**config.mk**
```make
export PLATFORM = sky130hd
export DESIGN_NAME = te_resync_controller
export DESIGN_NICKNAME = d
export VERILOG_FILES = /design/src/rtl/te_resync_controller.sv
export SDC_FILE = /design/constraint.sdc
export NUM_CORES = 1
export LEC_CHECK = 0
export CORE_ASPECT_RATIO = 0.9
export CORE_MARGIN = 2
export CORE_UTILIZATION = 40
export CTS_CLUSTER_SIZE = 16
export DETAILED_ROUTE_END_ITERATION = 6
export HOLD_SLACK_MARGIN = 0.03
export PLACE_DENSITY = 0.69
export SLEW_MARGIN = 15
export SYNTH_ARGS = -nofsm -noshare
export SYNTH_HDL_FRONTEND = slang
export SYNTH_SLANG_ARGS = --single-unit
```
**constraint.sdc**
```tcl
create_clock -name clk_i -period 3.1 [get_ports clk_i]
set_input_delay 0.62 -clock clk_i [delete_from_list [all_inputs] [get_ports clk_i]]
set_output_delay 0.62 -clock clk_i [all_outputs]
set_load 0.02 [all_outputs]
```
**src/rtl/te_resync_controller.sv**
```systemverilog
// te_resync_controller
// Sequences periodic resynchronisation of the trace encoder. The controller
// arms on a resync-counter threshold flag and waits for a qualified retirement.
// It then requests a format-3 sync packet over valid/ready and pulses the
// counter reset once that request is accepted. It also tracks the wait time,
// a sticky timeout flag and the number of completed resyncs for debug.
module te_resync_controller #(
  parameter int unsigned          N        = 2,
  parameter int unsigned          WAIT_W   = 16,
  parameter logic [WAIT_W-1:0]    MAX_WAIT = 16'd1024,
  localparam int unsigned         LANE_W   = (N > 1) ? $clog2(N) : 1
) (
  input  logic              clk_i,
  input  logic              rst_i,
  input  logic              trace_enabled_i,
  input  logic              gt_resync_max_i,
  input  logic              et_resync_max_i,
  input  logic [N-1:0]      valid_i,
  output logic              sync_req_valid_o,
  output logic [LANE_W-1:0] sync_req_lane_o,
  input  logic              sync_req_ready_i,
  output logic              resync_rst_o,
  output logic              sync_pending_o,
  output logic [WAIT_W-1:0] wait_cnt_o,
  output logic              timeout_o,
  input  logic              clear_i,
  output logic [15:0]       resync_cnt_o
);

  typedef enum logic [1:0] {
    ST_IDLE  = 2'd0,
    ST_ARMED = 2'd1,
    ST_REQ   = 2'd2,
    ST_RST   = 2'd3
  } state_e;

  localparam logic [WAIT_W-1:0] WAIT_SAT    = '1;
  localparam logic [WAIT_W-1:0] MAX_WAIT_M1 = MAX_WAIT - {{(WAIT_W-1){1'b0}}, 1'b1};

  state_e              state_q, state_d;
  logic [LANE_W-1:0]   lane_q, lane_d;
  logic [WAIT_W-1:0]   wait_cnt_q, wait_cnt_d;
  logic                timeout_q, timeout_d;
  logic [15:0]         resync_cnt_q, resync_cnt_d;

  logic                trigger_s;
  logic                in_wait_s;
  logic [LANE_W-1:0]   first_lane_s;

  assign trigger_s = trace_enabled_i & (et_resync_max_i | gt_resync_max_i);
  assign in_wait_s = (state_q == ST_ARMED) || (state_q == ST_REQ);

  // Lowest-index retiring lane; scanning downwards lets the lowest index win.
  always_comb begin
    first_lane_s = '0;
    for (int i = int'(N) - 1; i >= 0; i--) begin
      if (valid_i[i]) begin
        first_lane_s = i[LANE_W-1:0];
      end else begin
        first_lane_s = first_lane_s;
      end
    end
  end

  // State and status registers with synchronous reset.
  always_ff @(posedge clk_i) begin
    if (rst_i) begin
      state_q      <= ST_IDLE;
      lane_q       <= '0;
      wait_cnt_q   <= '0;
      timeout_q    <= 1'b0;
      resync_cnt_q <= 16'd0;
    end else begin
      state_q      <= state_d;
      lane_q       <= lane_d;
      wait_cnt_q   <= wait_cnt_d;
      timeout_q    <= timeout_d;
      resync_cnt_q <= resync_cnt_d;
    end
  end

  // Next-state logic; disable beats a same-cycle retirement while armed.
  always_comb begin
    state_d = state_q;
    case (state_q)
      ST_IDLE: begin
        if (trigger_s) state_d = ST_ARMED;
        else           state_d = ST_IDLE;
      end
      ST_ARMED: begin
        if (!trace_enabled_i)     state_d = ST_RST;
        else if (valid_i != '0)   state_d = ST_REQ;
        else                      state_d = ST_ARMED;
      end
      ST_REQ: begin
        if (sync_req_ready_i) state_d = ST_RST;
        else                  state_d = ST_REQ;
      end
      ST_RST:  state_d = ST_IDLE;
      default: state_d = ST_IDLE;
    endcase
  end

  // Lane latch, wait counter, sticky timeout and resync counter updates.
  always_comb begin
    lane_d       = lane_q;
    wait_cnt_d   = wait_cnt_q;
    timeout_d    = timeout_q;
    resync_cnt_d = resync_cnt_q;

    if ((state_q == ST_ARMED) && trace_enabled_i && (valid_i != '0)) begin
      lane_d = first_lane_s;
    end else begin
      lane_d = lane_q;
    end

    if ((state_q == ST_IDLE) && trigger_s) begin
      wait_cnt_d = '0;
    end else if (in_wait_s && (wait_cnt_q != WAIT_SAT)) begin
      wait_cnt_d = wait_cnt_q + {{(WAIT_W-1){1'b0}}, 1'b1};
    end else begin
      wait_cnt_d = wait_cnt_q;
    end

    // Setting has priority so a timeout cannot be lost to a concurrent clear.
    if (in_wait_s && (wait_cnt_q == MAX_WAIT_M1)) begin
      timeout_d = 1'b1;
    end else if (clear_i) begin
      timeout_d = 1'b0;
    end else begin
      timeout_d = timeout_q;
    end

    if ((state_q == ST_REQ) && sync_req_ready_i) begin
      resync_cnt_d = resync_cnt_q + 16'd1;
    end else begin
      resync_cnt_d = resync_cnt_q;
    end
  end

  // Outputs decoded purely from registers; no input reaches an output.
  always_comb begin
    sync_req_valid_o = (state_q == ST_REQ);
    resync_rst_o     = (state_q == ST_RST);
    sync_pending_o   = (state_q != ST_IDLE);
    sync_req_lane_o  = lane_q;
    wait_cnt_o       = wait_cnt_q;
    timeout_o        = timeout_q;
    resync_cnt_o     = resync_cnt_q;
  end

endmodule

```
==> run_results.csv <==
group,metric,value,unit
floorplanning,row_count,22,
power_and_ir_drop,leakagePower,0.0007626,µW
floorplanning,die_h,66.85,µm
worst_setup_path,path_buf_inv,3,
timing,whs,0.4995,ns
power_and_ir_drop,seqPwrFrac,55.9,%
cts,cts.path.max_buffers,2,
worst_setup_path,arrival,1.70,ns
min_path,hp-class,"flip-flop to flip-flop",
cts,postCtsSetupRepairBufs,0,
cts,root_buffer,"clkbuf_8",
worst_setup_path,end_kind,"output port",
worst_setup_path,worstPathRequired,2.48,ns
worst_setup_path,r2r-end,"wait_cnt_o[9]$_SDFFE_PP0P_",
cells_and_area,drive_gt1_share,6.641,%
worst_setup_path,critPathKind,"flip-flop to output port",
timing,setup_slack,0.7797,ns
worst_setup_path,crit_fanout,4,
worst_setup_path,slowest_delay,0.61,ns
worst_setup_path,cp_top_family,"buffers and inverters",
timing,fmax,431.0,MHz
placement,io_buffers,45,
global_routing,grt_start_max_net_pins,20,
timing,setup_violations,0,
power_and_ir_drop,switchingPower,196.5,µW
drt,vias_per_cell,5.389,
cells_and_area,final_area,2355,µm²
cells_and_area,fin_util,56.65,%
logic_synthesis,synth_area,1755,µm²
placement,dpl_cell_area,2277,µm²
global_routing,grt_overflow_total,0,
cts,cts_buffers,5,
global_routing,grtUsageTotal,18.25,%
global_routing,grt_pass1_vias,1475,
worst_setup_path,startpoint,"state_q[0]$_SDFF_PP0_",
worst_setup_path,r2r_cells,6,
power_and_ir_drop,swShare,23.41,%
global_routing,antenna_found_initial,0,
worst_setup_path,r2r_slack,0.91,ns
worst_setup_path,crit_path_start_kind,"flip-flop",
cells_and_area,final_nets,271,
drt,ant_nets,0,
worst_setup_path,crit_end,"sync_pending_o",
worst_setup_path,worst-path-stages,4,
logic_synthesis,synth-seq-cells,36,
cells_and_area,antenna_cells,0,
power_and_ir_drop,p_comb_share,6.7,%
logic_synthesis,synthCells,206,
drt,via_count,1703,
logic_synthesis,syn-num-nets,221,
timing,tightest_slew,0.9934,ns
logic_synthesis,ys_types,31,
flow_run,max_cap_viol_count,0,
cts,clock_latency,0.29,ns
logic_synthesis,yosysSeqAreaShare,41.05,%
cts,cts_max_level,2,
floorplanning,dieArea,4935,µm²
cts,cts_tree,"done",
worst_setup_path,r2r-start,"state_q[0]$_SDFF_PP0_",
drt,initialDrtViolationCount,82,
power_and_ir_drop,clockPowerShare,37.4,%
logic_synthesis,yosys_warnings,0,
drt,drc,0,
timing,slew_viol_final,0,
placement,pre_cts_ws,0.6024,ns
timing,rsz0062_at_grt,"false",
floorplanning,fp.dieW,73.83,µm
global_routing,grt_pass1_wl,6927,µm
floorplanning,pin_count,46,
drt,wl_per_cell,13.13,µm
power_and_ir_drop,powerDensity,356.4,nW/µm²
cts,cts_hold_buf,0,
power_and_ir_drop,irDropWorstVdd,202.7,µV
cts,ctsResizeCount,0,
timing,finalCriticalPeriod,2.320,ns
cts,clock-sinks,36,
placement,gp_congestion,0.7951,
drt,first_pass_iters,4,
placement,dpl.hpwl,3016,µm
floorplanning,initial_utilization,42.23,%
worst_setup_path,crit_chain,"inv_1 -> ha_1 -> inv_1 -> clkdlybuf4s50_1",
timing,finalCritPeriodShare,74.85,%
logic_synthesis,avgSynthCellArea,8.522,µm²
cells_and_area,area_delta_synth_final,34.14,%
power_and_ir_drop,p_int,642.8,µW
worst_setup_path,slowest_stage,"clkdlybuf4s50_1",
worst_setup_path,crit_path_frequent_cell,"inv_1",
timing,hold_viol,0,
cts,clkSlewWorstSetupHoldPaths,0.07,ns
status,status,"complete, no violations",
floorplanning,core,4156,µm²
timing,skew,0.006963,ns
timing,max-slew-margin-rel,33.16,%
drt,drt_wl_total,4150,µm
timing,fin_tns_setup,0,ns
==> placed cells by master, fill, tap and decap left out, types with 2 or more instances in the layout <==
| cell | instances |
|---|---|
| a21oi_1 | 15 |
| a31oi_1 | 4 |
| clkbuf_8 | 5 |
| clkdlybuf4s50_1 | 45 |
| dfxtp_1 | 36 |
| ha_1 | 6 |
| inv_1 | 12 |
| nand2_1 | 12 |
| nand3_1 | 13 |
| nand4_1 | 8 |
| nand4_2 | 2 |
| nor2_1 | 22 |
| nor3_1 | 7 |
| nor4_1 | 6 |
| o211a_1 | 2 |
| o21ai_0 | 11 |
| o311ai_0 | 2 |
| o31ai_1 | 3 |
| o41ai_1 | 2 |
| or2_2 | 4 |
| or3_1 | 10 |
| or4_1 | 6 |
| xnor2_1 | 9 |
| xor2_1 | 3 |
==> state kept, by name, summed over array words and instances (netlist names), named ones only <==
signal	flops
sync_req_lane_o	1
resync_cnt_o	16
wait_cnt_o	16
timeout_o	1
state_q	1
==> cells in the mapped netlist <==
library cell / number / area, µm²
dfxtp_1: 36 / 720.7
nor2_1: 22 / 82.58
a21oi_1: 15 / 75.07
nand3_1: 13 / 65.06
inv_1: 12 / 45.04
nand2_1: 12 / 45.04
o21ai_0: 11 / 55.05
or3_1: 10 / 62.56
xnor2_1: 9 / 78.83
nand4_1: 8 / 50.05
nor3_1: 7 / 35.03
ha_1: 6 / 75.07
nor4_1: 6 / 37.54
or4_1: 6 / 45.04
a31oi_1: 4 / 25.02
or2_2: 4 / 25.02
clkbuf_1: 3 / 11.26
o31ai_1: 3 / 22.52
xor2_1: 3 / 26.28
nand4_2: 2 / 25.02
o211a_1: 2 / 20.02
o311ai_0: 2 / 17.52
o41ai_1: 2 / 17.52
a22o_1: 1 / 8.760
a311oi_1: 1 / 8.760
a32oi_1: 1 / 8.760
mux2i_1: 1 / 10.01
nand4_4: 1 / 21.27
o41ai_2: 1 / 16.27
or3_2: 1 / 7.510
or4_4: 1 / 11.26
==> through the flow <==
stage | cells | power [µW]
after global placement | 309 | 534.8
after CTS | 316 | 849.0
final | 316 | 839.3
after global routing | 316 | 875.8
after floorplan | 206 | 508.0
after detailed placement | 309 | 534.9
==> tightest hold or removal path: stages (launching register included) <==
cell	delay, ns
dfxtp_1	0.34
a32oi_1	0.06
nor2_1	0.07
==> layer usage <==
metal  GRT usage [%]  part of all wire, %  vias up
met3           6.203                  5.7        4
li1                -                    -      865
met1           26.78                   52      784
met5               0                    0        -
met4           4.773                 0.70        0
met2           25.11                   42       50
==> cells by family after synthesis <==
kind of cell / synth area share (%)
xor+xnor: 5.988
buf+inv: 3.207
compound gates: 15.68
fa+ha+maj: 4.276
flops: 41.05
simple gates: 29.22
mux: 0.5702
==> worst min path at each step <==
| stage | end | start | cells after the start |
|---|---|---|---|
| finish | timeout_o$_SDFFE_PP0P_ | timeout_o$_SDFFE_PP0P_ | 2 |
| global route | resync_cnt_o[15]$_SDFFE_PP0P_ | resync_cnt_o[15]$_SDFFE_PP0P_ | 2 |
| CTS | resync_cnt_o[15]$_SDFFE_PP0P_ | resync_cnt_o[15]$_SDFFE_PP0P_ | 2 |
| detailed placement | timeout_o$_SDFFE_PP0P_ | timeout_o$_SDFFE_PP0P_ | 2 |
| global placement | timeout_o$_SDFFE_PP0P_ | timeout_o$_SDFFE_PP0P_ | 2 |
| floorplan | flip-flop | flip-flop | 2 |
==> power groups by stage <==
| stage | clock (µW) | combinational, µW | sequential [µW] |
|---|---|---|---|
| final | 314 | 56.6 | 469 |
| after global routing | 345 | 62.1 | 469 |
| after CTS | 324 | 56.5 | 469 |
| after detailed placement | 0 | 55.7 | 479 |
| after global placement | 0 | 55.5 | 479 |
| after floorplan | 0 | 27.3 | 481 |
==> layout make-up <==
type                    count  area (µm²)
fillers                   384        1802
multi-input cells         155       978.4
flip-flops and latches     36       720.7
repair buffers             46       457.9
well taps                  60       75.07
clock buffers               6       72.57
inverters                  12       45.04
clock inverters             1       5.005
Note: power is estimated with default switching activity, not from simulation.
